**src/rtl/pong_field_engine.sv**
```systemverilog
// pong_field_engine: ball/paddle/score engine for the LED-matrix pong game.
// Owns the game FSM, ball motion with wall and paddle bounces, scoring, and
// renders one registered display row per cycle.
// Optional feature macro: PONG_EDGE_DEFLECT_EN (paddle edge hits steer dx).
module pong_field_engine #(
  parameter int WIDTH      = 8,
  parameter int HEIGHT     = 8,
  parameter int BIT_OF_W   = 3,
  parameter int BIT_OF_H   = 3,
  parameter int SIZE       = 2,
  parameter int WIN_SCORE  = 5,
  parameter int POINT_HOLD = 3
) (
  input  logic                clk,
  input  logic                rst_n,
  input  logic                tick,
  input  logic                start,
  input  logic [BIT_OF_W-1:0] player_top,
  input  logic [BIT_OF_W-1:0] player_down,
  input  logic [BIT_OF_H-1:0] row_sel,
  output logic [WIDTH-1:0]    row_out,
  output logic [BIT_OF_W-1:0] ball_x,
  output logic [BIT_OF_H-1:0] ball_y,
  output logic [3:0]          score_top,
  output logic [3:0]          score_down,
  output logic                hit,
  output logic                game_over
);

  typedef enum logic [2:0] {S_IDLE, S_SERVE, S_PLAY, S_POINT, S_OVER} state_t;

  localparam logic [BIT_OF_W-1:0] X_MID  = BIT_OF_W'(WIDTH/2);
  localparam logic [BIT_OF_W-1:0] X_MAX  = BIT_OF_W'(WIDTH-1);
  localparam logic [BIT_OF_W-1:0] P_MAX  = BIT_OF_W'(WIDTH-SIZE);
  localparam logic [BIT_OF_W-1:0] P_LAST = BIT_OF_W'(SIZE-1);
  localparam logic [BIT_OF_H-1:0] Y_MID  = BIT_OF_H'(HEIGHT/2);
  localparam logic [BIT_OF_H-1:0] Y_BOT  = BIT_OF_H'(HEIGHT-1);
  localparam logic [BIT_OF_H-1:0] Y_NEAR = BIT_OF_H'(HEIGHT-2);
  localparam logic [3:0]          WIN    = 4'(WIN_SCORE);
  localparam logic [7:0]          HOLD_LAST = 8'(POINT_HOLD-1);

  state_t                state, state_n;
  logic [BIT_OF_W-1:0]   x_n;
  logic [BIT_OF_H-1:0]   y_n;
  logic                  dx_neg, dx_neg_n, dy_neg, dy_neg_n;
  logic                  serve_up, serve_up_n;   // next serve heads toward row 0
  logic [3:0]            score_t_n, score_d_n;
  logic [7:0]            hold_cnt, hold_n;
  logic                  hit_n;
  logic [BIT_OF_W-1:0]   pt_c, pd_c, pad_lo, nx;
  logic                  step_dx_neg, at_top, at_down, covered;
  logic [WIDTH-1:0]      row_n;

  function automatic logic [WIDTH-1:0] pmask(input logic [BIT_OF_W-1:0] p);
    pmask = '0;
    for (int i = 0; i < WIDTH; i++) pmask[i] = (i >= int'(p)) && (i < int'(p) + SIZE);
  endfunction

  // Paddle clamp, horizontal step with wall bounce, and paddle coverage test
  always_comb begin
    pt_c = (player_top  > P_MAX) ? P_MAX : player_top;
    pd_c = (player_down > P_MAX) ? P_MAX : player_down;
    step_dx_neg = dx_neg;
    if (!dx_neg) begin
      if (ball_x == X_MAX) begin nx = ball_x - BIT_OF_W'(1); step_dx_neg = 1'b1; end
      else nx = ball_x + BIT_OF_W'(1);
    end else begin
      if (ball_x == '0) begin nx = BIT_OF_W'(1); step_dx_neg = 1'b0; end
      else nx = ball_x - BIT_OF_W'(1);
    end
    at_top  = (ball_y == BIT_OF_H'(1)) && dy_neg;
    at_down = (ball_y == Y_NEAR) && !dy_neg;
    pad_lo  = at_top ? pt_c : pd_c;
    covered = (nx >= pad_lo) && (nx <= pad_lo + P_LAST);
  end

  // Game FSM next-state and ball/score updates
  always_comb begin
    state_n    = state;
    x_n        = ball_x;
    y_n        = ball_y;
    dx_neg_n   = dx_neg;
    dy_neg_n   = dy_neg;
    serve_up_n = serve_up;
    score_t_n  = score_top;
    score_d_n  = score_down;
    hold_n     = hold_cnt;
    hit_n      = 1'b0;
    case (state)
      S_IDLE: if (start) begin
        state_n = S_SERVE;
        x_n = X_MID; y_n = Y_MID; dx_neg_n = 1'b0; dy_neg_n = serve_up;
      end
      S_SERVE: if (tick) state_n = S_PLAY;
      S_PLAY: if (tick) begin
        x_n = nx;
        dx_neg_n = step_dx_neg;
        if (at_top || at_down) begin
          if (covered) begin
            dy_neg_n = !dy_neg;
            hit_n    = 1'b1;
`ifdef PONG_EDGE_DEFLECT_EN
            if (nx == pad_lo) dx_neg_n = 1'b1;
            else if (nx == pad_lo + P_LAST) dx_neg_n = 1'b0;
`endif
          end else begin
            // Miss: ball enters the goal row, the other side scores
            y_n     = at_top ? '0 : Y_BOT;
            state_n = S_POINT;
            if (at_top) begin
              score_d_n  = (score_down == 4'd15) ? score_down : score_down + 4'd1;
              serve_up_n = 1'b1;
            end else begin
              score_t_n  = (score_top == 4'd15) ? score_top : score_top + 4'd1;
              serve_up_n = 1'b0;
            end
          end
        end else begin
          y_n = dy_neg ? ball_y - BIT_OF_H'(1) : ball_y + BIT_OF_H'(1);
        end
      end
      S_POINT: if (tick) begin
        if (hold_cnt == HOLD_LAST) begin
          hold_n = '0;
          if (score_top == WIN || score_down == WIN) state_n = S_OVER;
          else begin
            state_n = S_SERVE;
            x_n = X_MID; y_n = Y_MID; dx_neg_n = 1'b0; dy_neg_n = serve_up;
          end
        end else hold_n = hold_cnt + 8'd1;
      end
      S_OVER: if (start) begin
        state_n = S_SERVE;
        score_t_n = '0; score_d_n = '0; serve_up_n = 1'b0;
        x_n = X_MID; y_n = Y_MID; dx_neg_n = 1'b0; dy_neg_n = 1'b0;
      end
      default: state_n = S_IDLE;
    endcase
  end

  // Row renderer: paddles on the goal rows, ball everywhere except IDLE
  always_comb begin
    row_n = '0;
    if (row_sel == '0)   row_n = pmask(pt_c);
    if (row_sel == Y_BOT) row_n = row_n | pmask(pd_c);
    if (state != S_IDLE && row_sel == ball_y) row_n[ball_x] = 1'b1;
  end

  // State register
  always_ff @(posedge clk or negedge rst_n) begin
    if (!rst_n) begin
      state      <= S_IDLE;
      ball_x     <= X_MID;
      ball_y     <= Y_MID;
      dx_neg     <= 1'b0;
      dy_neg     <= 1'b0;
      serve_up   <= 1'b0;
      score_top  <= '0;
      score_down <= '0;
      hold_cnt   <= '0;
      hit        <= 1'b0;
      row_out    <= '0;
    end else begin
      state      <= state_n;
      ball_x     <= x_n;
      ball_y     <= y_n;
      dx_neg     <= dx_neg_n;
      dy_neg     <= dy_neg_n;
      serve_up   <= serve_up_n;
      score_top  <= score_t_n;
      score_down <= score_d_n;
      hold_cnt   <= hold_n;
      hit        <= hit_n;
      row_out    <= row_n;
    end
  end

  assign game_over = (state == S_OVER);

endmodule

```
**config.mk**
```make
export PLATFORM = sky130hd
export DESIGN_NAME = pong_field_engine
export DESIGN_NICKNAME = d
export VERILOG_FILES = /design/src/rtl/pong_field_engine.sv
export SDC_FILE = /design/constraint.sdc
export NUM_CORES = 1
export LEC_CHECK = 0
export BUFFER_PORTS_ARGS = -buffer_cell sky130_fd_sc_hd__buf_2
export CORE_AREA = 2 2 72 74
export CTS_BUF_LIST = sky130_fd_sc_hd__clkbuf_4 sky130_fd_sc_hd__clkbuf_8
export CTS_CLUSTER_DIAMETER = 80
export DETAILED_ROUTE_END_ITERATION = 16
export DIE_AREA = 0 0 74 76
export PLACE_DENSITY = 0.81
export REMOVE_ABC_BUFFERS = 1
export SLEW_MARGIN = 40
export SYNTH_ARGS = -nofsm -noshare
export SYNTH_HDL_FRONTEND = slang
export SYNTH_SLANG_ARGS = --single-unit
```
**constraint.sdc**
```tcl
create_clock -name clk -period 4 [get_ports clk]
set_input_delay 0.4 -clock clk [delete_from_list [all_inputs] [get_ports clk]]
set_output_delay 0.4 -clock clk [all_outputs]
set_load 0.01 [all_outputs]
```
==> metrics.log, run 1 <==
[metrics] status: finished, final reports clean
[metrics] final routed wirelength across all metal layers: 6240 µm
[metrics] core area: 0.00491 mm²
[metrics] estimated wirelength of the detail-placed design: 4660 µm
[metrics] nets@finish: 398
[metrics] period utilization: 90.2%
[metrics] I/O pin cnt: 37
[metrics] fraction of registers with async set or reset after synthesis: 100%
[metrics] most used flip-flop cell after synthesis: sky130_fd_sc_hd__dfrtp_1
[metrics] Critical Path RT: 4220 ps
[metrics] antenna diode count: 0
[metrics] count of cells along the worst register-to-register path: 14
[metrics] met2 routed wirelength: 3040 µm
[metrics] Max Cap Viol: 0
[metrics] CP arrival: 3830 ps
[metrics] LEAKAGE: 1.51 nW
[metrics] initial standard-cell utilization of the core: 57.5%
[metrics] critical path startpoint category: flop
[metrics] overall fraction of global-route tracks in use: 23.5%
[metrics] synthesized area per cell: 8.99 µm²
[metrics] clock network latency to the later pin of the worst-skew pair: 290 ps
[metrics] topmost layer with routed signal wires: met4
[metrics] post-route cell area: 0.00317 mm²
[metrics] Iteration-0 DRC Markers: 175
[metrics] overflow left after global routing: 0
[metrics] total standard cell area after synthesis: 0.00282 mm²
[metrics] total CTS buffers: 5
[metrics] count of instances resized after the clock tree is built: 0
[metrics] number of synthesized flops with an enable pin: 0
[metrics] Synth cell types: 59
[metrics] detailed-route wire length on metal 1: 2760 µm
[metrics] number of nets with antenna violations after detailed routing: 0
[metrics] hold-fix buffer count after cts: 0
[metrics] critical-path maximum fanout: 6
[metrics] setup slack of the worst register-to-register path: 390 ps
[metrics] fraction of final layout cells sized beyond drive strength 1: 18.7%
[metrics] Setup Slack @ Placement: 446 ps
[metrics] RSZ-0062 raised after global routing: no
[metrics] WL met3: 297 µm
[metrics] width of the chip: 74 µm
[metrics] initial antenna violation count: 0
[metrics] final weighted congestion in routability-driven placement: 0.961
[metrics] worst vdd rail ir drop: 322 µV
[metrics] total negative slack for setup checks: 0 ps
[metrics] total setup buffers inserted after CTS: 0
[metrics] Max Clock Freq: 277 MHz
[metrics] final worst slack: 391 ps
[metrics] number of instances in the synthesized netlist: 314
[metrics] routed len/inst: 14.7 µm
[metrics] mean number of vias per cell: 5.89
[metrics] number of placement rows: 26
[metrics] H-Tree Level Count: 2
[metrics] R2R Path Start: ball_y[1]$_DFFE_PN0P_
[metrics] most frequent standard cell in the layout excluding fill and tap cells: sky130_fd_sc_hd__nand2_1
[metrics] share of synthesized area occupied by flip-flops and latches: 32.9%
[metrics] worst-case headroom to the max-slew limit: 51.0%
[metrics] post-synthesis sequential element count: 37
[metrics] final cell count without fillers: 423
[metrics] Die H: 76 µm
[metrics] commonest cells after routing, fill and taps aside: sky130_fd_sc_hd__nand2_1 (40), sky130_fd_sc_hd__dfrtp_1 (35), sky130_fd_sc_hd__buf_2 (35)
[metrics] pin count of the biggest net entering global routing: 38
[metrics] Hold Vio Cnt, Final: 0
[metrics] dpl cells: 415
[metrics] total via count in the routed design: 2491
[metrics] terminus of the critical flop-to-flop path: ball_y[2]$_DFFE_PN1P_
[metrics] DRC viols: 0
[metrics] number of failing setup endpoints in the final timing report: 0
[metrics] instance area at placement: 0.00305 mm²
[metrics] total number of clock tree sinks: 37
[metrics] Setup Skew: 4.65 ps
[metrics] worst min-delay path category: in2async
[metrics] slew at the pin with the worst max-slew slack: 729 ps
[metrics] Area Growth Syn to Fin: 12.1%
[metrics] Crit Path Class: reg2reg
[metrics] CTS Root Buffer Type: sky130_fd_sc_hd__clkbuf_8
[metrics] total count of max-transition violations in the final report: 0
[metrics] Min Clock Period, post-route: 3610 ps
[metrics] TritonCTS clock tree: built
[metrics] maximum count of clock buffers along a single path: 2
[metrics] vias in the first global route: 2307
[metrics] 1st-pass router iterations: 4
[metrics] Reg clk slew, reported paths: 70 ps
[metrics] Ys Warns: 0
[metrics] first-pass GRT wire length: 10600 µm
[metrics] die area: 0.00562 mm²
[metrics] capturing element type of the critical path: flop
[metrics] power per cell area: 692 mW/mm²
[metrics] IO Port Bufs: 36
## layer usage
metal  GRT usage [%]  vias to the layer above
li1                -                     1218
met1            31.6                     1173
met2            37.0                       87
met3            4.50                       13
met4            9.27                        0
met5               0                        -
## where the power goes
group          internal, W  switching (W)
registers         0.000496       0.000184
clock network     0.000154       0.000130
logic             0.000515       0.000711
## state kept, by name, summed over array words and instances, names as in the netlist
| name | cells |
|---|---|
| hold_cnt | 8 |
| row_out | 8 |
| score_down | 4 |
| score_top | 4 |
| ball_x | 3 |
| ball_y | 3 |
| state | 3 |
| dx_neg | 1 |
| dy_neg | 1 |
| hit | 1 |
| serve_up | 1 |
## worst max-delay path, stage by stage, from the launching register on
cell and delay [ps]:
sky130_fd_sc_hd__dfrtp_1 430, sky130_fd_sc_hd__inv_1 120, sky130_fd_sc_hd__ha_1 180, sky130_fd_sc_hd__nand3b_1 150, sky130_fd_sc_hd__or3_1 330, sky130_fd_sc_hd__o21ai_0 170, sky130_fd_sc_hd__inv_1 110, sky130_fd_sc_hd__nor2_1 160
sky130_fd_sc_hd__xor2_1 180, sky130_fd_sc_hd__ha_1 260, sky130_fd_sc_hd__o21a_1 110, sky130_fd_sc_hd__o22ai_1 460, sky130_fd_sc_hd__a21boi_2 390, sky130_fd_sc_hd__a21oi_2 140, sky130_fd_sc_hd__mux2_1 330
## worst max-delay path by stage
stage / from / to / slack [ps] / cells past startpoint
after floorplan: ball_y[1]$_DFFE_PN0P_ / ball_y[2]$_DFFE_PN1P_ / 740 / 12
after global placement: ball_y[1]$_DFFE_PN0P_ / ball_y[2]$_DFFE_PN1P_ / 580 / 12
after detailed placement: ball_y[1]$_DFFE_PN0P_ / ball_y[2]$_DFFE_PN1P_ / 450 / 12
after CTS: ball_y[1]$_DFFE_PN0P_ / ball_y[2]$_DFFE_PN1P_ / 390 / 14
after global routing: ball_y[1]$_DFFE_PN0P_ / ball_y[2]$_DFFE_PN1P_ / 170 / 14
final: ball_y[1]$_DFFE_PN0P_ / ball_y[2]$_DFFE_PN1P_ / 390 / 14
## synth_stat cells (all sizes together), types with 2 or more instances
cell	n	share of area, %
dfrtp	35	31
a22oi	3	0.80
nand4	5	1.6
o2111ai	3	0.93
nand3	12	2.3
buf	4	1.2
o41ai	2	0.89
o2bb2ai	3	0.93
o31ai	5	1.5
mux2i	3	1.1
xnor2	3	0.93
inv	18	2.4
and3	5	1.1
o21ai	22	3.9
a2111oi	2	0.62
nor2b	5	1.1
ha	33	15
a21o	2	0.53
dfstp	2	1.9
a31oi	9	2.0
nor2	23	3.1
xor2	6	1.9
o22ai	4	0.89
a21oi	13	2.8
nor3	11	2.0
or3	2	0.44
a21boi	2	0.66
nand2	40	5.3
a31o	2	0.62
o21a	2	0.53
nand3b	6	2.0
nor4	3	0.66
mux2	6	3.1
or2	2	0.44
nand2b	3	0.66
## through the flow
stage,hold WS [ps],util [%],total power (W)
finish,57.4,64.4,0.00219
global route,91.6,64.4,0.00238
global placement,481,62.2,0.00185
floorplan,104,-,0.00156
detailed placement,491,62.2,0.00188
CTS,222,64.2,0.00218
## cell families (layout without fill, tap and decap cells)
group / count (synthesis) / after routing / synth area share (%)
buf+inv: 24 / 63 / 3.81
fa+ha+maj: 34 / 34 / 15.0
xor+xnor: 9 / 9 / 2.79
mux: 9 / 9 / 4.12
simple gates: 120 / 120 / 21.6
flops: 37 / 37 / 32.9
compound gates: 81 / 81 / 19.8
## layout make-up
type	count	area, µm²
Fill cell	414	1750
Inverter	19	71.3
Multi-Input combinational cell	253	1800
Timing Repair Buffer	36	183
Clock buffer	8	97.6
Sequential cell	37	928
Tap cell	70	87.6
(Power assumes the default switching activity.)
==> run 2, diff against run 1 <==
--- a/config.mk
+++ b/config.mk
@@ -5,6 +5,7 @@
 export SDC_FILE = /design/constraint.sdc
 export NUM_CORES = 1
 export LEC_CHECK = 0
+export ABC_AREA = 1
 export BUFFER_PORTS_ARGS = -buffer_cell sky130_fd_sc_hd__buf_2
 export CORE_AREA = 2 2 72 74
 export CTS_BUF_LIST = sky130_fd_sc_hd__clkbuf_4 sky130_fd_sc_hd__clkbuf_8
==> run 2 against run 1 <==
Non-clock buffer count did not move. Core utilization rose by 1.5 points. Critical path depth rose by 4. Final area rose by 2.3%. Worst setup slack improved by 610 ps.
==> metrics.log, run 2 <==
[metrics] status: finished, final reports clean
[metrics] capturing element type of the critical path: flop
[metrics] most used flip-flop cell after synthesis: sky130_fd_sc_hd__dfrtp_1
[metrics] critical-path maximum fanout: 10
[metrics] most area-hungry cell type in the Yosys netlist: sky130_fd_sc_hd__dfrtp_1
[metrics] share of the synthesized area in the top cell type: 30.7%
[metrics] maximum count of clock buffers along a single path: 2
[metrics] post-synthesis sequential element count: 37
[metrics] fraction of registers with async set or reset after synthesis: 100%
[metrics] main area contributors after synthesis: sky130_fd_sc_hd__dfrtp_1 (31%), sky130_fd_sc_hd__ha_1 (14%), sky130_fd_sc_hd__nand2_1 (13%), sky130_fd_sc_hd__nand3_1 (6.3%), sky130_fd_sc_hd__inv_1 (5.9%)
[metrics] number of nets with antenna violations after detailed routing: 0
[metrics] total via count in the routed design: 2633
[metrics] total area of multi-input combinational cells: 0.00172 mm²
[metrics] count of instances resized after the clock tree is built: 0
[metrics] 1st-pass router iterations: 5
[metrics] critical path startpoint category: flop
[metrics] number of instances in the synthesized netlist: 380
[metrics] vias in the first global route: 2432
[metrics] filler cell count: 434
[metrics] total number of clock tree sinks: 37
[metrics] DRC viols: 0
[metrics] number of placement rows: 26
[metrics] overflow left after global routing: 0
[metrics] first-pass GRT wire length: 10700 µm
[metrics] most instantiated cells after synthesis: sky130_fd_sc_hd__nand2_1 (96), sky130_fd_sc_hd__inv_1 (45), sky130_fd_sc_hd__nand3_1 (36), sky130_fd_sc_hd__dfrtp_1 (35), sky130_fd_sc_hd__nor2_1 (35)
[metrics] antenna diode count: 0
[metrics] Reg clk slew, reported paths: 80 ps
[metrics] Synth cell types: 35
[metrics] total CTS buffers: 5
[metrics] nets@finish: 468
[metrics] IO Port Bufs: 36
[metrics] Die H: 76 µm
[metrics] width of the chip: 74 µm
[metrics] total negative slack for setup checks: 0 ps
[metrics] Setup Skew: 7.49 ps
[metrics] mean number of vias per cell: 5.34
[metrics] H-Tree Level Count: 2
[metrics] synthesized area per cell: 7.51 µm²
[metrics] registers with the most flip-flops: hold_cnt: 8 flops, row_out: 8 flops
[metrics] slew at the pin with the worst max-slew slack: 621 ps
[metrics] Ys Warns: 0
[metrics] fraction of final layout cells sized beyond drive strength 1: 16.3%
[metrics] worst vdd rail ir drop: 314 µV
[metrics] overall fraction of global-route tracks in use: 23.6%
[metrics] hold-fix buffer count after cts: 0
[metrics] Hold Vio Cnt, Final: 0
[metrics] worst min-delay path category: in2async
[metrics] period utilization: 75.0%
[metrics] initial standard-cell utilization of the core: 58.1%
[metrics] total standard cell area after synthesis: 0.00285 mm²
[metrics] core area: 0.00491 mm²
[metrics] final routed wirelength across all metal layers: 6270 µm
[metrics] clock network latency to the later pin of the worst-skew pair: 300 ps
[metrics] WHS: 55.7 ps
[metrics] Crit Path Class: reg2reg
[metrics] most used standard cell by instance count after synthesis: sky130_fd_sc_hd__nand2_1
[metrics] share of synthesized area occupied by flip-flops and latches: 32.5%
[metrics] total count of max-transition violations in the final report: 0
[metrics] most frequent standard cell in the layout excluding fill and tap cells: sky130_fd_sc_hd__nand2_1
[metrics] TritonCTS clock tree: built
[metrics] Iteration-0 DRC Markers: 197
[metrics] RSZ-0062 raised after global routing: no
[metrics] Max Cap Viol: 0
[metrics] final weighted congestion in routability-driven placement: 1.03
[metrics] number of synthesized flops with an enable pin: 0
[metrics] initial antenna violation count: 0
[metrics] power per cell area: 646 mW/mm²
[metrics] Min Clock Period, post-route: 3000 ps
[metrics] I/O pin cnt: 37
[metrics] commonest cells after routing, fill and taps aside: sky130_fd_sc_hd__nand2_1 (96), sky130_fd_sc_hd__inv_1 (45), sky130_fd_sc_hd__nand3_1 (36)
[metrics] pin count of the biggest net entering global routing: 38
[metrics] number of failing setup endpoints in the final timing report: 0
[metrics] FF/Latch Area: 928 µm²
[metrics] Critical Path RT: 4180 ps
[metrics] worst-case headroom to the max-slew limit: 58.3%
[metrics] Max Clock Freq: 334 MHz
[metrics] Area Growth Syn to Fin: 13.4%
[metrics] die area: 0.00562 mm²
[metrics] LEAKAGE: 1.73 nW
[metrics] estimated wirelength of the detail-placed design: 4960 µm
[metrics] CTS Root Buffer Type: sky130_fd_sc_hd__clkbuf_8
[metrics] routed len/inst: 12.7 µm
[metrics] CP arrival: 3180 ps
[metrics] total setup buffers inserted after CTS: 0
-- run 2: cell count changes after synthesis, moves of 5 or more --
| cell | previous run | this run |
|---|---|---|
| sky130_fd_sc_hd__mux2_4 | 5 | 0 |
| sky130_fd_sc_hd__a31oi_1 | 9 | 2 |
| sky130_fd_sc_hd__nand2_1 | 40 | 96 |
| sky130_fd_sc_hd__and3_1 | 5 | 0 |
| sky130_fd_sc_hd__nor2_4 | 0 | 5 |
| sky130_fd_sc_hd__nor2_1 | 23 | 35 |
| sky130_fd_sc_hd__inv_2 | 0 | 6 |
| sky130_fd_sc_hd__nor3_1 | 11 | 4 |
| sky130_fd_sc_hd__nor2b_1 | 5 | 0 |
| sky130_fd_sc_hd__nand3_1 | 11 | 36 |
| sky130_fd_sc_hd__inv_1 | 18 | 45 |
-- run 2: per-stage QoR --
stage | area (µm²) | setup slack [ps] | power (W) | utilization [%] | std cells
final | 3240 | 1000 | 0.00209 | 65.9 | 493
after global routing | 3240 | 710 | 0.00228 | 65.9 | 493
after CTS | 3230 | 1010 | 0.00209 | 65.8 | 493
after detailed placement | 3110 | 1010 | 0.00175 | 63.4 | 485
after global placement | 3110 | 1150 | 0.00171 | 63.4 | 485
after floorplan | 2850 | 1410 | 0.00145 | - | 379
-- run 2: worst paths after layout --
path | startpoint | slack, ps | to | depth (start not counted)
max in group asynchronous | rst_n | 3590 | ball_x[2]$_DFFE_PN1P_ | 1
worst max-delay path | ball_y[1]$_DFFE_PN0P_ | 1000 | state[2]$_DFFE_PN0P_ | 18
worst min register to register | hold_cnt[7]$_DFFE_PN0P_ | 480 | hold_cnt[7]$_DFFE_PN0P_ | 1
worst max register to register | ball_y[1]$_DFFE_PN0P_ | 1000 | state[2]$_DFFE_PN0P_ | 18
min in group clk | start | 400 | state[2]$_DFFE_PN0P_ | 4
worst min-delay path | rst_n | 60 | hold_cnt[4]$_DFFE_PN0P_ | 1
-- run 2: worst max-delay path: stages, from the launching register on --
cell and delay (ps):
sky130_fd_sc_hd__dfrtp_1 450, sky130_fd_sc_hd__inv_1 120, sky130_fd_sc_hd__ha_1 160, sky130_fd_sc_hd__nand3_2 200, sky130_fd_sc_hd__inv_2 150, sky130_fd_sc_hd__nand2_1 60
sky130_fd_sc_hd__o21ai_1 180, sky130_fd_sc_hd__inv_1 110, sky130_fd_sc_hd__nor2_1 130, sky130_fd_sc_hd__xor2_1 160, sky130_fd_sc_hd__ha_1 260, sky130_fd_sc_hd__a21oi_1 140
sky130_fd_sc_hd__o21ai_0 90, sky130_fd_sc_hd__o21ai_0 170, sky130_fd_sc_hd__nand3_2 210, sky130_fd_sc_hd__nand2_1 110, sky130_fd_sc_hd__inv_2 60, sky130_fd_sc_hd__nand3b_1 80
sky130_fd_sc_hd__nand2_1 60
-- run 2: kinds of logic (layout without fill, tap and decap cells) --
family / after synthesis / after routing / share of synthesized area, %
xor gates and xnor gates: 9 / 9 / 2.76
adders and majority gates: 33 / 33 / 14.5
and+or+nand+nor: 197 / 197 / 32.3
AOI/OAI and AO/OA: 51 / 51 / 10.7
buffers and inverters: 53 / 96 / 7.19
DFF: 37 / 37 / 32.5
-- run 2: metal layers --
metal	global-route usage (%)	wire (µm)
met5	0	0
met4	7.45	131
met3	3.44	335
met2	39.2	3070
met1	31.2	2730
-- run 2: power breakdown --
part	total, W	internal, W	leakage [nW]	switching, W
Sequential	0.000648	0.000497	0.481	0.000151
Combinational	0.00110	0.000396	1.19	0.000705
Clock	0.000343	0.000203	0.0574	0.000140
-- run 2: layout make-up --
| cell class | count | share of cell area (%) |
|---|---|---|
| Inverter | 52 | 6.11 |
| Timing Repair Buffer | 36 | 5.64 |
| Clock inverter | 2 | 1.16 |
| Multi-Input combinational cell | 290 | 53.2 |
| Sequential cell | 37 | 28.7 |
| Tap cell | 70 | 2.71 |
| Clock buffer | 6 | 2.55 |
